===== config.mk =====
export PLATFORM = sky130hd
export DESIGN_NAME = snespad
export DESIGN_NICKNAME = d
export VERILOG_FILES = /design/src/rtl/snespad.sv
export SDC_FILE = /design/constraint.sdc
export NUM_CORES = 1
export LEC_CHECK = 0
export ABC_AREA = 1
export BUFFER_PORTS_ARGS = -buffer_cell sky130_fd_sc_hd__buf_2
export CAP_MARGIN = 5
export CELL_PAD_IN_SITES_DETAIL_PLACEMENT = 1
export CELL_PAD_IN_SITES_GLOBAL_PLACEMENT = 1
export CORE_MARGIN = 4
export CORE_UTILIZATION = 39
export DETAILED_ROUTE_END_ITERATION = 16
export PLACE_DENSITY_LB_ADDON = 0.08
export SYNTH_ARGS = -nofsm -noshare
export SYNTH_HDL_FRONTEND = slang
export SYNTH_SLANG_ARGS = --single-unit

===== constraint.sdc =====
create_clock -name clk -period 1.5 [get_ports clk]
set_input_delay 0.15 -clock clk [delete_from_list [all_inputs] [get_ports clk]]
set_output_delay 0.15 -clock clk [all_outputs]
set_load 0.01 [all_outputs]

===== src/rtl/snespad.sv =====
// snespad: responder-side model of a SNES controller.
// Takes the console's asynchronous padclk/padlatch strobes, synchronises
// them into the fabric clock domain, and returns the button snapshot on
// paddata one bit per padclk rise (low = pressed).
// Optional feature macro: SNESPAD_TURBO_EN (turbo auto-fire on B and A).
module snespad #(
    parameter int TIMEOUT   = 4096,
    parameter int TURBO_DIV = 4
) (
    input  logic        clk,
    input  logic        resetn,
    input  logic [11:0] buttons,
    input  logic [1:0]  turbo,
    input  logic        padclk,
    input  logic        padlatch,
    output logic        paddata,
    output logic        busy,
    output logic [15:0] reads,
    output logic        timeout
);

    localparam int TW = (TIMEOUT > 2) ? $clog2(TIMEOUT) : 1;
    localparam logic [TW-1:0] CNT_MAX = TW'(TIMEOUT - 1);

    typedef enum logic [1:0] {
        S_IDLE  = 2'd0,
        S_LOAD  = 2'd1,
        S_SHIFT = 2'd2,
        S_DONE  = 2'd3
    } state_t;

    state_t state_q, state_d;

    // Synchroniser chains and edge registers for the two pad strobes.
    logic pclk_s1_q, pclk_s2_q, pclk_edge_q;
    logic pclk_s1_d, pclk_s2_d, pclk_edge_d;
    logic plat_s1_q, plat_s2_q, plat_edge_q;
    logic plat_s1_d, plat_s2_d, plat_edge_d;

    // Read datapath.
    logic [3:0]    idx_q, idx_d;
    logic [TW-1:0] cnt_q, cnt_d;
    logic [15:0]   snap_q, snap_d;
    logic [15:0]   snap_load;
    logic          done_evt_q, done_evt_d;
    logic          to_evt_q, to_evt_d;

    // Registered outputs.
    logic        paddata_q, paddata_d;
    logic        busy_q, busy_d;
    logic [15:0] reads_q, reads_d;
    logic        timeout_q, timeout_d;

    logic clk_rise, lat_rise, lat_fall;

    // Next values of the synchroniser chains: pin -> stage1 -> stage2 -> edge.
    always_comb begin
        pclk_s1_d   = padclk;
        pclk_s2_d   = pclk_s1_q;
        pclk_edge_d = pclk_s2_q;
        plat_s1_d   = padlatch;
        plat_s2_d   = plat_s1_q;
        plat_edge_d = plat_s2_q;
    end

    // Synchroniser registers; clock idles high, latch idles low.
    always_ff @(posedge clk or negedge resetn) begin
        if (!resetn) begin
            pclk_s1_q   <= 1'b1;
            pclk_s2_q   <= 1'b1;
            pclk_edge_q <= 1'b1;
            plat_s1_q   <= 1'b0;
            plat_s2_q   <= 1'b0;
            plat_edge_q <= 1'b0;
        end else begin
            pclk_s1_q   <= pclk_s1_d;
            pclk_s2_q   <= pclk_s2_d;
            pclk_edge_q <= pclk_edge_d;
            plat_s1_q   <= plat_s1_d;
            plat_s2_q   <= plat_s2_d;
            plat_edge_q <= plat_edge_d;
        end
    end

    assign clk_rise = pclk_s2_q & ~pclk_edge_q;
    assign lat_rise = plat_s2_q & ~plat_edge_q;
    assign lat_fall = ~plat_s2_q & plat_edge_q;

`ifdef SNESPAD_TURBO_EN
    localparam int TCW = $clog2(TURBO_DIV + 1);

    logic [TCW-1:0] tcnt_q, tcnt_d;
    logic           phase_q, phase_d;

    // Turbo phase: first toggle after TURBO_DIV latch rises, then every
    // TURBO_DIV rises, so the first TURBO_DIV reads see the button released.
    always_comb begin
        tcnt_d  = tcnt_q;
        phase_d = phase_q;
        if (lat_rise) begin
            if (tcnt_q == TCW'(TURBO_DIV)) begin
                tcnt_d  = TCW'(1);
                phase_d = ~phase_q;
            end else begin
                tcnt_d = tcnt_q + TCW'(1);
            end
        end
    end

    // Turbo counter and phase registers.
    always_ff @(posedge clk or negedge resetn) begin
        if (!resetn) begin
            tcnt_q  <= '0;
            phase_q <= 1'b0;
        end else begin
            tcnt_q  <= tcnt_d;
            phase_q <= phase_d;
        end
    end

    // Snapshot source with turbo masking on B and A.
    always_comb begin
        snap_load = {4'b0000, buttons};
        if (turbo[0]) snap_load[0] = buttons[0] & phase_q;
        if (turbo[1]) snap_load[8] = buttons[8] & phase_q;
    end
`else
    logic unused_turbo;
    assign unused_turbo = ^turbo;
    assign snap_load    = {4'b0000, buttons};
`endif

    // FSM state register.
    always_ff @(posedge clk or negedge resetn) begin
        if (!resetn) state_q <= S_IDLE;
        else         state_q <= state_d;
    end

    // FSM next state; a latch rise always wins over a same-cycle clock rise.
    always_comb begin
        state_d = state_q;
        case (state_q)
            S_IDLE:  if (lat_rise) state_d = S_LOAD;
            S_LOAD:  if (lat_fall) state_d = S_SHIFT;
            S_SHIFT: begin
                if (lat_rise)                           state_d = S_LOAD;
                else if (clk_rise && idx_q == 4'd15)    state_d = S_DONE;
                else if (!clk_rise && cnt_q == CNT_MAX) state_d = S_IDLE;
            end
            S_DONE:  if (lat_rise) state_d = S_LOAD;
            default: state_d = S_IDLE;
        endcase
    end

    // Datapath next values: snapshot capture, bit index, inactivity counter.
    always_comb begin
        idx_d      = idx_q;
        cnt_d      = cnt_q;
        snap_d     = snap_q;
        done_evt_d = 1'b0;
        to_evt_d   = 1'b0;
        case (state_q)
            S_LOAD: begin
                snap_d = snap_load;
                idx_d  = 4'd0;
                cnt_d  = '0;
            end
            S_SHIFT: begin
                if (lat_rise) begin
                    cnt_d = '0;
                end else if (clk_rise) begin
                    idx_d = idx_q + 4'd1;
                    cnt_d = '0;
                    if (idx_q == 4'd15) done_evt_d = 1'b1;
                end else if (cnt_q == CNT_MAX) begin
                    to_evt_d = 1'b1;
                end else begin
                    cnt_d = cnt_q + TW'(1);
                end
            end
            default: ;
        endcase
    end

    // FSM outputs, registered one cycle after the state they reflect.
    always_comb begin
        paddata_d = 1'b1;
        busy_d    = 1'b0;
        case (state_q)
            S_IDLE:  paddata_d = 1'b1;
            S_LOAD:  begin paddata_d = ~snap_q[0];     busy_d = 1'b1; end
            S_SHIFT: begin paddata_d = ~snap_q[idx_q]; busy_d = 1'b1; end
            S_DONE:  paddata_d = 1'b0;
            default: paddata_d = 1'b1;
        endcase
        reads_d   = reads_q + {15'd0, done_evt_q};
        timeout_d = to_evt_q;
    end

    // Datapath and output registers.
    always_ff @(posedge clk or negedge resetn) begin
        if (!resetn) begin
            idx_q      <= 4'd0;
            cnt_q      <= '0;
            snap_q     <= 16'd0;
            done_evt_q <= 1'b0;
            to_evt_q   <= 1'b0;
            paddata_q  <= 1'b1;
            busy_q     <= 1'b0;
            reads_q    <= 16'd0;
            timeout_q  <= 1'b0;
        end else begin
            idx_q      <= idx_d;
            cnt_q      <= cnt_d;
            snap_q     <= snap_d;
            done_evt_q <= done_evt_d;
            to_evt_q   <= to_evt_d;
            paddata_q  <= paddata_d;
            busy_q     <= busy_d;
            reads_q    <= reads_d;
            timeout_q  <= timeout_d;
        end
    end

    assign paddata = paddata_q;
    assign busy    = busy_q;
    assign reads   = reads_q;
    assign timeout = timeout_q;

endmodule


== Word-level counts from Yosys, hierarchy flattened ==
Index checks and enable logic that the tools add are counted.

* Bits in registers: 57
* Input port bits: 18
* Output and inout bits: 19
* Word-level logic and storage cells: 74

* Add/sub/neg operators: 3
* $lt $le $gt $ge: 1
* Equality and inequality tests: 11
* Mux-type cells: 25
* Bitwise logic cells: 8
* Reduce and logical (&&, ||, !) cells: 10

{| class="wikitable"
|+ Operators by type and width
! kind !! count
|-
| 2-to-1 mux 12 bit || 3
|-
| one-hot mux 12 bit (2 select lines) || 1
|-
| adder 16 x 1 -> 16 bit || 1
|-
| adder 12 x 1 -> 12 bit (second input constant) || 1
|-
| equality test 12 bit (second input constant) || 1
|-
| 2-to-1 mux 1 bit || 10
|-
| 2-to-1 mux 2 bit || 5
|-
| 2-to-1 mux 4 bit || 2
|-
| inequality test 4 bit (second input constant) || 2
|-
| one-hot mux 4 bit (2 select lines) || 1
|-
| inequality test 2 bit (second input constant) || 3
|-
| one-hot mux 2 bit (3 select lines) || 1
|-
| AND reduction 3 bit || 2
|-
| < comparator 4 x 5 -> 1 bit (second input constant) || 1
|-
| inverter 1 bit || 5
|-
| adder 4 x 1 -> 4 bit (second input constant) || 1
|-
| binary-select mux 1 bit (select 4 bit) || 1
|-
| equality test 2 bit (second input constant) || 2
|-
| equality test 4 bit (second input constant) || 1
|-
| one-hot mux 1 bit (4 select lines) || 1
|-
| OR reduction 2 bit || 2
|-
| AND 1 bit || 3
|-
| equality test 2 x 1 -> 1 bit (second input constant) || 1
|-
| logical AND 1 bit || 2
|-
| other kinds (5) || 5
|}

== Longest topological paths before layout ==
* Depth after elaboration: 8
* Mapped depth: 10
* Mapped depth without buffers: 10

== Worst setup path after synthesis ==
Ideal clock, no wire load.

* Path kind: register -> register
* Start: reg cnt_q[0]
* End: reg cnt_q[9]
* Setup time: 65 ps
* Arrival time: 1426 ps
* Data required time: 1435 ps
* Path slack: 9 ps
* Cell stages (with the launch flop): 10
* Buffers on the path: 1
* Clock period less this slack: 1491 ps
* Cell sequence: dfrtp_1 -> ha_1 -> nand2_2 -> nor2_8 -> nand3_2 -> nor2_4 -> nor2_4 -> buf_6 -> nand4_1 -> nand2_1

* Longest elaborated chain between the ends: 5
* Elaborated cells between the ends (all ways): 8
* Those cells by class: add/sub (1); eq/ne (2); mux (4); reduce/logical (1)

{| class="wikitable"
|+ RTL lines
! item !! line !! source
|-
| from (decl) || 42 || <nowiki>logic [TW-1:0] cnt_q, cnt_d;</nowiki>
|-
| from (signal assigned) || 214 || <nowiki>cnt_q <= cnt_d;</nowiki>
|-
| adder 12 x 1 -> 12 bit || 178 || <nowiki>cnt_d = cnt_q + TW'(1);</nowiki>
|-
| 2-to-1 mux 12 bit || 175 || <nowiki>end else if (cnt_q == CNT_MAX) begin</nowiki>
|-
| 2-to-1 mux 12 bit || 171 || <nowiki>end else if (clk_rise) begin</nowiki>
|-
| 2-to-1 mux 12 bit || 169 || <nowiki>if (lat_rise) begin</nowiki>
|-
| one-hot mux 12 bit (2 select lines) || 162 || <nowiki>case (state_q)</nowiki>
|}

Several ways; a longest one is shown, not always the timed one. The select of a mux whose other input is x is not followed.
A chain may end at the register's enable or synchronous reset.

== Final worst setup path ==
* Start: reg cnt_q[0]
* End: reg cnt_q[7]

Same word-level chain as after synthesis.

==> run summary <==
Cell taking the most area after synthesis: dfrtp_1
Num CTS Buffers: 9
Initial Utilization: 0.406
Worst stage delay on the critical path: 0.36 ns
RD Place Congestion: 0.780
Synth cell types: 30
Drt total wl: 6890 um
Total Routing Usage GR: 0.177
Worst Tran Pin Value: 0.302 ns
Fin Clk Skew: 0.00854 ns
FMAX: 672 MHz
Area share of the largest cell type after synthesis: 0.476
Die Wd: 92.6 um
Synth warn: 0
First-pass DRT Iterations: 4
I/O Buffers: 34
Synth-to-layout area growth: 35.4%
Vias in the first global route: 2569
Power per cell area: 1420 nW/um2
Core area: 6870 um2
Peak fanout along the critical path: 18
Worst path slowest cell: dfrtp_1
Net Count, Synth: 335
Total congestion overflow: 0
DR DRC count: 0
Clk_lat worst skew: 0.34 ns
First-pass GRT wire length: 12000 um
Synthesized cell area: 2790 um2
FF+latch area: 1430 um2
Pre-CTS setup slack: -0.0779 ns
FFs w/ async S/R, synth: 1.00
Clock network fraction of total power: 0.302
Max Slew Vio Count: 0
Req. time, crit path: 1.77 ns
Final hold vios: 0
Post-synthesis register bit count: 57
Most frequent CP cell: nor2_4
Average vias per placed instance: 4.86
Mean post-synth cell area: 9.03 um2
Pin count of the biggest net entering global routing: 58
I/O pins: 37
WP data arrival: 1.76 ns
Initial DRC Count: 70
Min-delay src: buttons[1]
Worst Hold Class: input pin to flip-flop
Slew Limit Headroom: 0.798
Die area: 8570 um2
Routed Antenna Nets: 0
Gate power share: 0.341
Sequential share of the synthesized area: 0.513
Multi-input gate area in the final layout: 1310 um2
CTS sink cnt: 57
Critical-path cell list: ha_2 -> nand2_4 -> nor2_8 -> nand3_2 -> nor2_4 -> nor2_4 -> buf_12 -> buf_4 -> o21ai_2
CTS Buffer Depth: 2
Critical R2R Launch: cnt_q[0]
NetSw: 1770 uW
Period utilization: 0.992
Chip Height: 92.6 um
Status: finished, final reports clean
Reg power frac: 0.357
H-tree lvl count: 3
Sw Ratio: 0.331
CP startpoint kind: flip-flop
Via count: 2409
Most numerous cell in the Yosys netlist: nand2_1
Synth area leaders: dfrtp_1 48%, nand2_1 7.8%, nand3_1 5.7%
Mapped Cells: 309
Leakage: 0.00189 uW
Prevailing post-synth register cell: dfrtp_1
Layout filler cell count: 831
# nets final: 421
Root buf cell: clkbuf_8
Row count: 30
Unrepaired setup endpoints after global routing: yes
Cell internal pwr: 3590 uW
Total power: 5370 uW
Setup crit start: cnt_q[0]
Initial antenna violation count: 0
# setup viols final: 0
Number of diodes: 0
Clock-pin slew on the worst setup and hold paths: 0.07 ns
Final worst setup slack: 0.0122 ns
DP HPWL: 4760 um
Crit Path Category: flip-flop to flip-flop
Worst VDD drop: 0.000760 V
Synth top cells by count: 58 x nand2_1, 53 x dfrtp_1, 35 x inv_1, 32 x nand3_1, 28 x nor2_1
EDFF count, synth: 0
CTS tree: done
Final critical-path required period: 1.49 ns
Max Cap Viol: 0
Wire per inst: 13.9 um
Layout cell share with drive strength beyond 1: 0.348
Crit end category: flip-flop
## cell type report
cell class	instances	area share
multi-input cells	210	0.346
well taps	96	0.0318
inverters	37	0.0368
clock buffers	11	0.0375
clock inverters	5	0.0209
flip-flops and latches	57	0.379
repair buffers	80	0.148
## stage by stage
stage	cells	setup TNS (ns)	cell area, um2	hold WS, ns	utilization
after floorplan	309	0	2790	-0.146	-
after global placement	471	-0.103	3350	0.175	0.488
after detailed placement	471	-0.649	3350	0.180	0.488
after CTS	493	0	3710	0.00556	0.540
after global routing	496	-1.27	3770	0.0179	0.550
final	496	0	3770	0.0210	0.550
## power by group through the flow
stage / Sequential (uW) / Combinational [uW] / Clock (uW)
3_3_place_gp: 1920 / 1660 / 0
6_report: 1910 / 1830 / 1620
3_5_place_dp: 1930 / 1700 / 0
2_1_floorplan: 1950 / 993 / 0
4_1_cts: 1910 / 1830 / 1680
5_1_grt: 1940 / 2060 / 1770
## worst paths after layout
kind,to,slack (ns),cells past startpoint
min in group asynchronous,snap_q[1],0.36,3
min reg2reg,plat_edge_d,0.35,0
max,cnt_q[7],0.01,9
min,snap_q[1],0.02,3
max in group asynchronous,pclk_s1_q,0.84,3
max reg2reg,cnt_q[7],0.01,9
## sequential cells by signal (all words and copies together) (netlist names)
signal       flops
pclk_s1_q        1
idx_q            4
pclk_edge_q      1
plat_s1_q        1
timeout_d        1
timeout          1
plat_edge_q      1
pclk_edge_d      1
paddata          1
done_evt_q       1
busy             1
snap_q          12
plat_edge_d      1
cnt_q           12
reads           16
state_q          2
## layout by cell type, fill, tap and decap left out, types with 2 or more instances in the layout
cell type	instances
ha_1	3
dfstp_2	4
ha_4	4
buf_2	34
bufinv_16	2
buf_4	38
o21ai_2	4
mux2_2	5
o21ai_0	17
nand2_1	58
dlygate4sd3_1	4
xor2_1	10
inv_2	4
nor2_2	6
nor2_1	21
o211ai_1	2
nor2_4	6
dfrtp_1	53
a21oi_1	8
nand3_1	30
xnor2_1	5
o21ai_1	3
buf_6	2
clkinv_2	2
clkbuf_8	10
inv_1	33
nand2_2	3
nand4_1	12
buf_12	2
nand3_2	4
nor3_2	2
## critical path, delay by kind of cell (launching register included)
kind / cells / cell delay, ns
AO/OA/AOI/OAI: 1 / 0.10
adder cells (fa/ha/maj): 1 / 0.21
buffers and inverters: 2 / 0.28
flip-flops: 1 / 0.36
AND/OR/NAND/NOR: 5 / 0.48
## per-layer routing
layer	share of wire	up-vias	GRT usage
met3	0.038	12	0.0479
met5	0	-	0
met4	0.019	0	0.0705
met1	0.44	1179	0.216
met2	0.50	40	0.295
li1	-	1178	-
## logic make-up after synthesis
logic type,after synthesis,share of synthesized area
buffers and inverters,42,0.0601
DFF,57,0.513
and+or+nand+nor,146,0.250
adders and majority gates,8,0.0359
AOI/OAI and AO/OA,35,0.0700
muxes,5,0.0202
xor gates and xnor gates,16,0.0502
## what timing repair did
action	in CTS	in global routing
endpoints found under the hold margin	56	0
endpoints found under the setup margin	17	25
setup buffers	2	3
pin swaps	4	2
hold buffers	4	0
resized for setup	18	11
(Power assumes the default switching activity.)
